[src/rtl/fstage_fetch_pkg.sv]
// Shared definitions for the fetch stage: state encoding, bus response
// codes, the default reset PC and small address helpers.
package fstage_fetch_pkg;

  typedef enum logic [1:0] {
    S_AR  = 2'd0,
    S_R   = 2'd1,
    S_OUT = 2'd2
  } state_e;

  localparam logic [1:0]  RESP_OKAY        = 2'b00;
  localparam logic [31:0] RESET_PC_DEFAULT = 32'h8000_0000;
  localparam logic [31:0] INST_BYTES       = 32'd4;

  // Word-aligned bus address for a PC.
  function automatic logic [31:0] word_addr(input logic [31:0] pc);
    return {pc[31:2], 2'b00};
  endfunction

  // True when the PC is not on a 4-byte boundary.
  function automatic logic is_misaligned(input logic [31:0] pc);
    return (pc[1:0] != 2'b00);
  endfunction

endpackage

[src/rtl/fstage_fetch.sv]
// Instruction-fetch stage: holds the PC, issues one AR/R read per
// instruction and hands instF/pcF/snpcF to decode via m_valid/m_ready.
// Redirects replace the PC; a fetch already on the bus is completed and
// its data dropped (kill flag).
// Optional feature: define MISALIGN_CHECK_EN to turn a misaligned PC into
// an immediate fetch_err delivery without any bus request.
module fstage_fetch
  import fstage_fetch_pkg::*;
#(
  parameter logic [31:0] RESET_PC = RESET_PC_DEFAULT
) (
  input  logic        clk,
  input  logic        rst,
  input  logic        redirect_valid,
  input  logic [31:0] redirect_pc,
  output logic [31:0] araddr,
  output logic        arvalid,
  input  logic        arready,
  input  logic [31:0] rdata,
  input  logic [1:0]  rresp,
  input  logic        rvalid,
  output logic        rready,
  output logic [31:0] instF,
  output logic [31:0] pcF,
  output logic [31:0] snpcF,
  output logic        fetch_err,
  output logic        m_valid,
  input  logic        m_ready
);

  state_e      state_q, state_d;
  logic [31:0] pc_q, pc_d;
  logic        kill_q, kill_d;
  logic [31:0] araddr_q, araddr_d;
  logic        arvalid_q, arvalid_d;
  logic        rready_q, rready_d;
  logic        mvalid_q, mvalid_d;
  logic [31:0] inst_q, inst_d;
  logic [31:0] pcf_q, pcf_d;
  logic [31:0] snpc_q, snpc_d;
  logic        err_q, err_d;
  logic        ar_fire_s;
  logic        r_fire_s;

  assign ar_fire_s = arvalid_q && arready;
  assign r_fire_s  = rready_q && rvalid;

  // FSM next state, PC/kill bookkeeping and capture of the decode outputs
  always_comb begin
    state_d = state_q;
    pc_d    = pc_q;
    kill_d  = kill_q;
    inst_d  = inst_q;
    pcf_d   = pcf_q;
    snpc_d  = snpc_q;
    err_d   = err_q;
    case (state_q)
      S_AR: begin
        if (redirect_valid) begin
          // Only an address already on the bus becomes stale.
          pc_d   = redirect_pc;
          kill_d = arvalid_q;
        end else begin
          pc_d = pc_q;
        end
        if (ar_fire_s) begin
          state_d = S_R;
        end
`ifdef MISALIGN_CHECK_EN
        else if (!arvalid_q && !redirect_valid && is_misaligned(pc_q)) begin
          state_d = S_OUT;
          inst_d  = 32'h0000_0000;
          pcf_d   = pc_q;
          snpc_d  = pc_q + INST_BYTES;
          err_d   = 1'b1;
        end
`endif
        else begin
          state_d = S_AR;
        end
      end
      S_R: begin
        if (r_fire_s) begin
          kill_d = 1'b0;
          if (kill_q || redirect_valid) begin
            // Stale data: refetch from the (possibly new) PC.
            state_d = S_AR;
            if (redirect_valid) begin
              pc_d = redirect_pc;
            end else begin
              pc_d = pc_q;
            end
          end else begin
            state_d = S_OUT;
            inst_d  = rdata;
            pcf_d   = pc_q;
            snpc_d  = pc_q + INST_BYTES;
            err_d   = (rresp != RESP_OKAY);
          end
        end else if (redirect_valid) begin
          pc_d   = redirect_pc;
          kill_d = 1'b1;
        end else begin
          state_d = S_R;
        end
      end
      S_OUT: begin
        // Redirect wins over the sequential PC even on a handshake cycle.
        if (redirect_valid) begin
          pc_d    = redirect_pc;
          state_d = S_AR;
        end else if (m_ready) begin
          pc_d    = pc_q + INST_BYTES;
          state_d = S_AR;
        end else begin
          state_d = S_OUT;
        end
      end
      default: begin
        state_d = S_AR;
        kill_d  = 1'b0;
      end
    endcase
  end

  // Handshake outputs derived from the next state so they leave flops directly
  always_comb begin
    rready_d = (state_d == S_R);
    mvalid_d = (state_d == S_OUT);
`ifdef MISALIGN_CHECK_EN
    arvalid_d = (state_d == S_AR) && (kill_d || !is_misaligned(pc_d));
`else
    arvalid_d = (state_d == S_AR);
`endif
    if ((state_q == S_AR) && arvalid_q) begin
      araddr_d = araddr_q;
    end else begin
      araddr_d = word_addr(pc_d);
    end
  end

  // State, PC and output registers with synchronous reset
  always_ff @(posedge clk) begin
    if (rst) begin
      state_q   <= S_AR;
      pc_q      <= RESET_PC;
      kill_q    <= 1'b0;
      araddr_q  <= word_addr(RESET_PC);
      arvalid_q <= 1'b0;
      rready_q  <= 1'b0;
      mvalid_q  <= 1'b0;
      inst_q    <= 32'h0000_0000;
      pcf_q     <= RESET_PC;
      snpc_q    <= RESET_PC + INST_BYTES;
      err_q     <= 1'b0;
    end else begin
      state_q   <= state_d;
      pc_q      <= pc_d;
      kill_q    <= kill_d;
      araddr_q  <= araddr_d;
      arvalid_q <= arvalid_d;
      rready_q  <= rready_d;
      mvalid_q  <= mvalid_d;
      inst_q    <= inst_d;
      pcf_q     <= pcf_d;
      snpc_q    <= snpc_d;
      err_q     <= err_d;
    end
  end

  assign araddr    = araddr_q;
  assign arvalid   = arvalid_q;
  assign rready    = rready_q;
  assign m_valid   = mvalid_q;
  assign instF     = inst_q;
  assign pcF       = pcf_q;
  assign snpcF     = snpc_q;
  assign fetch_err = err_q;

endmodule
[config.mk]
export PLATFORM = sky130hd
export DESIGN_NAME = fstage_fetch
export DESIGN_NICKNAME = d
export VERILOG_FILES = /design/src/rtl/fstage_fetch_pkg.sv /design/src/rtl/fstage_fetch.sv
export SDC_FILE = /design/constraint.sdc
export NUM_CORES = 1
export LEC_CHECK = 0
export CORE_UTILIZATION = 43
export DETAILED_ROUTE_END_ITERATION = 10
export PLACE_DENSITY = 0.88
export SKIP_LAST_GASP = 1
export SLEW_MARGIN = 20
export SYNTH_ARGS = -nofsm -noshare
export SYNTH_HDL_FRONTEND = slang
export SYNTH_SLANG_ARGS = --single-unit
[constraint.sdc]
create_clock -name clk -period 1.98 [get_ports clk]
set_input_delay 0.396 -clock clk [delete_from_list [all_inputs] [get_ports clk]]
set_output_delay 0.396 -clock clk [all_outputs]
set_load 0.01 [all_outputs]
# Yosys cells after proc, flatten, opt, wreduce, memory -nomap -nowiden
# Cells that the tools add are included.
[op_classes]
add_sub_neg = 1
n_eq_ne = 8
mux = 17
bitwise_logic = 2
n_reduce_logical = 11
[ops]
columns = ["cell", "n"]
rows = [
  ["32-bit two-way mux", 5],
  ["32-bit one-hot mux with 3 select lines", 1],
  ["32-bit by 3-bit adder with 32-bit output (second input constant)", 1],
  ["2-bit two-way mux", 5],
  ["3-bit inequality test (second input constant)", 3],
  ["3-bit AND reduction", 3],
  ["2-bit one-hot mux with 3 select lines", 1],
  ["2-bit by 1-bit == test with 1-bit output (second input constant)", 2],
  ["2-bit == test (second input constant)", 2],
  ["2-bit zero test", 2],
  ["1-bit two-way mux", 4],
  ["1-bit logical AND", 3],
  ["1-bit one-hot mux with 3 select lines", 1],
  ["3-bit nonzero test", 1],
  ["2-bit inequality test (second input constant)", 1],
  ["1-bit NOT", 2],
  ["2-bit nonzero test", 1],
  ["1-bit logical OR", 1],
]
[word_totals]
ff_bits = 165
wordCells = 51

# Longest topological paths before layout
# Gate-level depths: netlist (run 1).
[logic_depth]
word_depth = 5
depth_mapped = 9
mapped_depth_nobuf = 7

# Least setup slack after synthesis (run 1)
# No wires, ideal clock.
[synth_path]
kind = "register to register"
start = "register pc_q[2]"
end = "register araddr_q[30] (netlist: araddr[30])"
setup_time_ps = 84
arrival_ps = 1935
path_slack_ps = -39
path_stages_with_launch = 8
n_path_buf = 0
period_less_slack_ps = 2019
cell_sequence = "dfxtp_1 ha_1 nand4_1 nor4_4 and4_1 nor3_1 a31o_1 o31ai_2"
[synth_via]
elab_chain_cells = 4
[synth_lines]
columns = ["item", "line_no", "source"]
rows = [
  ["start, declared", "fstage_fetch.sv:32", "logic [31:0] pc_q, pc_d;"],
  ["start signal, assigned", "fstage_fetch.sv:158", "pc_q <= pc_d;"],
  ["32-bit by 3-bit adder with 32-bit output", "fstage_fetch.sv:113", "pc_d = pc_q + INST_BYTES;"],
  ["32-bit two-way mux", "fstage_fetch.sv:112", "end else if (m_ready) begin"],
  ["32-bit two-way mux", "fstage_fetch.sv:109", "if (redirect_valid) begin"],
  ["32-bit one-hot mux with 3 select lines", "fstage_fetch.sv:57", "case (state_q)"],
  ["end signal, assigned", "fstage_fetch.sv:148", "araddr_q <= word_addr(RESET_PC);"],
  ["end signal, assigned", "fstage_fetch.sv:160", "araddr_q <= araddr_d;"],
  ["end, declared", "fstage_fetch.sv:34", "logic [31:0] araddr_q, araddr_d;"],
]
# No other way between the ends. The select of a mux whose other input is x is not followed.
# A chain may end at the register's enable or synchronous reset.

# Worst setup path in the final report (run 1)
[layout_path]
start = "register pc_q[3]"
end = "register araddr_q[16] (netlist: araddr[16])"
# Same word-level chain as after synthesis.

==> results.toml, run 1 <==
[outcome]
run_status = "finished, violations left"
violations = "negative setup slack"

[clock_tree]
numCtsBuffers = 17
cts-htree-levels = 4
cts_root_buf = "clkbuf_16"
cts_tree = "done"
clkLatencyLatePin_ns = 0.42
clkTransAtPathRegs_ns = 0.07
cts_sinks = 163
cts_buffer_depth = 2

[synth]
ys_seq_elements = 163
synth_cells = 844
synth_top_area_share_pct = 47.8
synth_edf_count = 0
yosysTopAreaCell = "dfxtp_1"
netlist_area_sq_um = 6830
synth.most_common_cell = "nand2_1"
async_flop_share_pct = 0
avgSynthCellArea_sq_um = 8.09
synth_flop_cell = "dfxtp_1"
synthTopCellsByArea = "dfxtp_1, nand2_1, a21oi_1"
yosys-top-cells-count = "nand2_1, dfxtp_1, a21oi_1"
yosysWarningCount = 0
ys_types = 58
synth-seq-area-share_pct = 47.8

[sta]
skew_ns = 0.00824
final.setup.worst_slack_ns = -0.0270
max_freq_mhz = 498
drv_slew = 0
slew-limit-headroom_pct = 61.2
finalHoldViolCount = 0
worst_slew_pin_slew_ns = 0.582
period_share_pct = 101
setup_viol = 4
period_needed_ns = 2.01
grt_setup_unrepaired = "true"
tns_ns = -0.0667

[grt]
grt_pass1_vias = 6514
overflow = 0
antenna_found_initial = 0
grt_pass1_wl_microns = 33500
grt_max_degree = 66
grtUsageTotal_pct = 26.1

[critical_path]
cp-end-kind = "flip-flop"
worstSetupPathType = "reg2reg"
crit_fanout = 6
crit_arrival_ns = 2.31
start_kind = "flip-flop"
worst-endpoint-required_ns = 2.29

[place]
dp.cells = 1266
port_buffers = 201
globalplace.congestion = 0.899
preCtsSetupSlack_ns = -0.251
hpwl_microns = 15100

[hold_path]
min_path_type = "in2reg"

[finish]
diodes = 0
n_fill_cell = 1179
areaGrowthSynthToFinish_pct = 48.5
finalNonFillerCells = 1301
drive_above_1_share_pct = 13.1
fin_util_pct = 66.0
fin_nets = 1150

[drt]
ant_nets = 0
wl_per_cell_microns = 16.4
drt_iter0_markers = 642
vias = 7100
drc_errors = 0
routed_wl_microns = 21300
drt-vias-per-instance = 5.46
drt_first_pass_iters = 5

[power]
ir_drop_v = 0.000809
p_leak_nw = 3.58
cellPowerDensity_nw_per_um2 = 755

[floorplan]
die_height_microns = 128
initial_core_util_pct = 44.4
die_x_microns = 128
die_area_sq_um = 16400
ios = 204
rows = 45
design.core.area_sq_um = 15400

[run]
cap_violations = 0
-- logic make-up after synthesis --
logic type	count (synthesis)	share of synthesized area (%)
multiplexers	1	0.165
buffers and inverters	80	5.31
AND/OR/NAND/NOR	351	22.9
XOR/XNOR	28	3.59
AO/OA/AOI/OAI	219	20.1
flip-flops	163	47.8
adder cells (fa/ha/maj)	1	0.183
other	1	0.0549
-- per-stage QoR --
step / cell area, sq um / power, mW / hold WS (ns)
floorplan: 6840 / 3.96 / 0.432
global placement: 9470 / 4.44 / 0.441
detailed placement: 9470 / 4.46 / 0.447
CTS: 10100 / 7.70 / 0.278
global route: 10100 / 7.91 / 0.298
finish: 10100 / 7.66 / 0.306
-- path summary, 6_finish.rpt --
| path | slack, ns | cells past startpoint | start | to |
|---|---|---|---|---|
| worst max-delay path | -0.03 | 8 | pc_q[3]$_SDFF_PP0_ | araddr[16]$_SDFFE_PP0N_ |
| worst min register to register | 0.45 | 2 | pcF[14]$_SDFFE_PP0P_ | pcF[14]$_SDFFE_PP0P_ |
| worst max register to register | -0.03 | 8 | pc_q[3]$_SDFF_PP0_ | araddr[16]$_SDFFE_PP0N_ |
| worst min-delay path | 0.31 | 2 | rst | araddr[4]$_SDFFE_PP0N_ |
-- what timing repair did --
item	in CTS	in global routing
setup buffers	0	3
hold endpoints to repair	0	0
pin swaps	1	7
resized for setup	1	17
endpoints found under the setup margin	2	22
hold buffers	0	0
-- area by class of cell --
class / instances / area [sq um] / share of cell area, %
clock buffers: 21 / 450 / 4.44
well taps: 211 / 264 / 2.60
flip-flops and latches: 163 / 3270 / 32.2
clock inverters: 11 / 131 / 1.30
multi-input cells: 602 / 3290 / 32.4
repair buffers: 289 / 2730 / 26.9
inverters: 4 / 15.0 / 0.148
-- layer usage --
layer / GRT usage, % / vias up / wire length, microns
met5: 0 / - / 0
met4: 11.6 / 0 / 634
met3: 8.35 / 60 / 1810
met2: 40.8 / 365 / 9990
met1: 32.8 / 3287 / 8900
li1: - / 3388 / -
-- worst max-delay path, cell delays in order, from the launching register on --
cell and delay (ns):
dfxtp_2 0.35, ha_4 0.14, nand4_1 0.21, nor4_4 0.35
buf_6 0.17, buf_2 0.16, o21ai_0 0.12, a221oi_2 0.27
a211oi_1 0.12
-- placed cells by master (no fill, tap or decap), drive strengths merged, types with 5 or more instances in the layout --
| cell type | count |
|---|---|
| nand3 | 16 |
| nand2 | 174 |
| nor4 | 6 |
| a221oi | 5 |
| xnor2 | 11 |
| buf | 89 |
| nor2 | 92 |
| nor3 | 17 |
| a21oi | 95 |
| clkinvlp | 6 |
| o21ai | 25 |
| clkdlybuf4s50 | 200 |
| nand3b | 11 |
| a31oi | 7 |
| dfxtp | 163 |
| o31ai | 7 |
| o22ai | 7 |
| xor2 | 17 |
| clkbuf | 21 |
| nand4 | 12 |
| a211oi | 43 |
-- state kept, by name (all words and copies together), names as in the netlist --
signal / cells
araddr: 30
arvalid: 1
fetch_err: 1
instF: 32
kill_q: 1
m_valid: 1
pcF: 32
pc_q: 32
rready: 1
snpcF: 30
state_q: 2
-- power by group --
group          total, mW  leakage (nW)  switching [mW]  internal, mW
combinational      0.931          1.99           0.461         0.470
clock               3.24         0.262            1.34          1.89
sequential          3.49          1.33          0.0945          3.40
(Power assumes the default switching activity.)
==> run 2: changes to the inputs <==
--- a/config.mk
+++ b/config.mk
@@ -5,9 +5,9 @@
 export SDC_FILE = /design/constraint.sdc
 export NUM_CORES = 1
 export LEC_CHECK = 0
-export CORE_UTILIZATION = 43
+export CORE_UTILIZATION = 49
 export DETAILED_ROUTE_END_ITERATION = 10
-export PLACE_DENSITY = 0.88
+export PLACE_DENSITY = 0.94
 export SKIP_LAST_GASP = 1
 export SLEW_MARGIN = 20
 export SYNTH_ARGS = -nofsm -noshare
==> constraint.sdc (replaced) <==
create_clock -name clk -period 2.56 [get_ports clk]
set_input_delay 0.512 -clock clk [delete_from_list [all_inputs] [get_ports clk]]
set_output_delay 0.512 -clock clk [all_outputs]
set_load 0.01 [all_outputs]
==> run 2 against run 1 <==
  * Via count down 4.0%
  * Clock-buffer cell count up 3
  * Setup slack improved by 0.22 ns
  * Clock power shrank 19%
  * Maximum frequency is 15% lower
  * Sequential share of layout area rose by 1.7 points
  * The flow now finishes without violations
  * Sequential power shrank 22%
  * Die area fell by 12%
  * Wire length shrank 6.2%
  * Register-to-register slack improved by 0.22 ns
  * Sequential cell count is the same
==> results.toml, run 2 (synthesis results as in run 1) <==
[grt]
overflow = 0
antenna_found_initial = 0
grt_pass1_vias = 6477
grt_pass1_wl_microns = 32000
grtUsageTotal_pct = 28.1
grt_max_degree = 69

[clock_tree]
cts_root_buf = "clkbuf_16"
post-cts-setup-buffers = 0
cts_buffer_depth = 2
cts_hold_buffers = 0
cts_resized = 0
clkLatencyLatePin_ns = 0.42
cts_tree = "done"
clkTransAtPathRegs_ns = 0.06
cts_sinks = 163
cts-htree-levels = 4
numCtsBuffers = 17

[drt]
wl_per_cell_microns = 16.6
ant_nets = 0
routed_wl_microns = 20000
drt_first_pass_iters = 5
vias = 6816
drt-vias-per-instance = 5.65
drc_errors = 0
drt_iter0_markers = 647

[critical_path]
cp-end-kind = "flip-flop"
start_kind = "flip-flop"
crit_arrival_ns = 2.70
crit_fanout = 11
worst-endpoint-required_ns = 2.89
worstSetupPathType = "reg2reg"

[sta]
tns_ns = 0
setup_viol = 0
finalHoldViolCount = 0
grt_setup_unrepaired = "false"
worst_slew_pin_slew_ns = 0.759
max_freq_mhz = 422
period_needed_ns = 2.37
skew_ns = 0.00636
slew-limit-headroom_pct = 49.4
period_share_pct = 92.6
drv_slew = 0

[place]
placed_cell_area_sq_um = 9010
hpwl_microns = 13700
dp.cells = 1174
globalplace.congestion = 0.888
port_buffers = 201

[floorplan]
rows = 42
ios = 204
die_area_sq_um = 14400
die_height_microns = 120
initial_core_util_pct = 51.0
design.core.area_sq_um = 13400
die_x_microns = 120

[power]
switching_power_mw = 1.41
p_leak_nw = 3.30
pwr-share-comb_pct = 10.4
ir_drop_v = 0.000526
p_clk_share_pct = 43.8
power_mw = 5.96
swShare_pct = 23.6
cellPowerDensity_nw_per_um2 = 620
p_seq_share_pct = 45.8
power.internal_mw = 4.56

[finish]
final_common_cell = "clkdlybuf4s50_1"
diodes = 0
fin_nets = 1090
drive_above_1_share_pct = 6.60
fin_util_pct = 71.8
finalNonFillerCells = 1206
areaGrowthSynthToFinish_pct = 40.8
design_area_sq_um = 9620
n_fill_cell = 999
seq_area_sq_um = 3260
final_cell_mix = "clkdlybuf4s50_1, nand2_1, dfxtp_1, a21oi_1, nor2_1"
multi_input_area_sq_um = 3230

[outcome]
run_status = "complete, no violations"

[hold_path]
min_path_type = "reg2reg"

[run]
cap_violations = 0
-- run 2: cell count changes in the layout (fill, tap and decap cells not counted), sizes merged --
cell      before  now
buf           89   29
clkbuf        21   24
clkinv         3    1
clkinvlp       6    4
bufinv         2    3
-- run 2: power groups by stage --
stage	Clock (mW)	Combinational [mW]	Sequential [mW]
after detailed placement	0	0.611	2.78
after floorplan	0	0.298	2.76
after global routing	2.76	0.668	2.74
final	2.61	0.619	2.73
after global placement	0	0.598	2.78
after CTS	2.64	0.618	2.73
-- run 2: final cells by class --
| type | instances | area share [%] |
|---|---|---|
| clock inverters | 8 | 1.30 |
| multi-input cells | 602 | 33.6 |
| clock buffers | 24 | 5.01 |
| inverters | 4 | 0.156 |
| repair buffers | 229 | 23.7 |
| well taps | 176 | 2.29 |
| flip-flops and latches | 163 | 33.9 |
-- run 2: per-stage QoR --
stage | setup WS (ns) | hold WS (ns)
floorplan | 0.541 | 0.432
global placement | 0.153 | 0.440
detailed placement | 0.0611 | 0.448
CTS | 0.219 | 0.452
global route | 0.0495 | 0.470
finish | 0.190 | 0.451
-- run 2: path summary, 6_finish.rpt --
path | startpoint | end | slack [ns] | cells after the start
max | pc_q[4]$_SDFF_PP0_ | araddr[30]$_SDFFE_PP0N_ | 0.19 | 6
max reg2reg | pc_q[4]$_SDFF_PP0_ | araddr[30]$_SDFFE_PP0N_ | 0.19 | 6
min | instF[18]$_SDFFE_PP0P_ | instF[18]$_SDFFE_PP0P_ | 0.45 | 2
min reg2reg | instF[18]$_SDFFE_PP0P_ | instF[18]$_SDFFE_PP0P_ | 0.45 | 2
-- run 2: worst max-delay path, stage by stage, from the launching register on --
cell and delay (ns):
dfxtp_1 0.56, nand4_1 0.37, nor4_4 0.47, and4_1 0.34, nor3_1 0.07, a31o_1 0.23
o31ai_2 0.24
-- run 2: metal layers --
layer | part of all wire [%] | vias up | routed length (microns) | track usage [%]
met2 | 48 | 332 | 9610 | 45.5
met3 | 9.2 | 52 | 1830 | 9.22
met1 | 40 | 3173 | 7980 | 33.8
li1 | - | 3259 | - | -
met5 | 0 | - | 0 | 0
met4 | 3.0 | 0 | 604 | 12.7
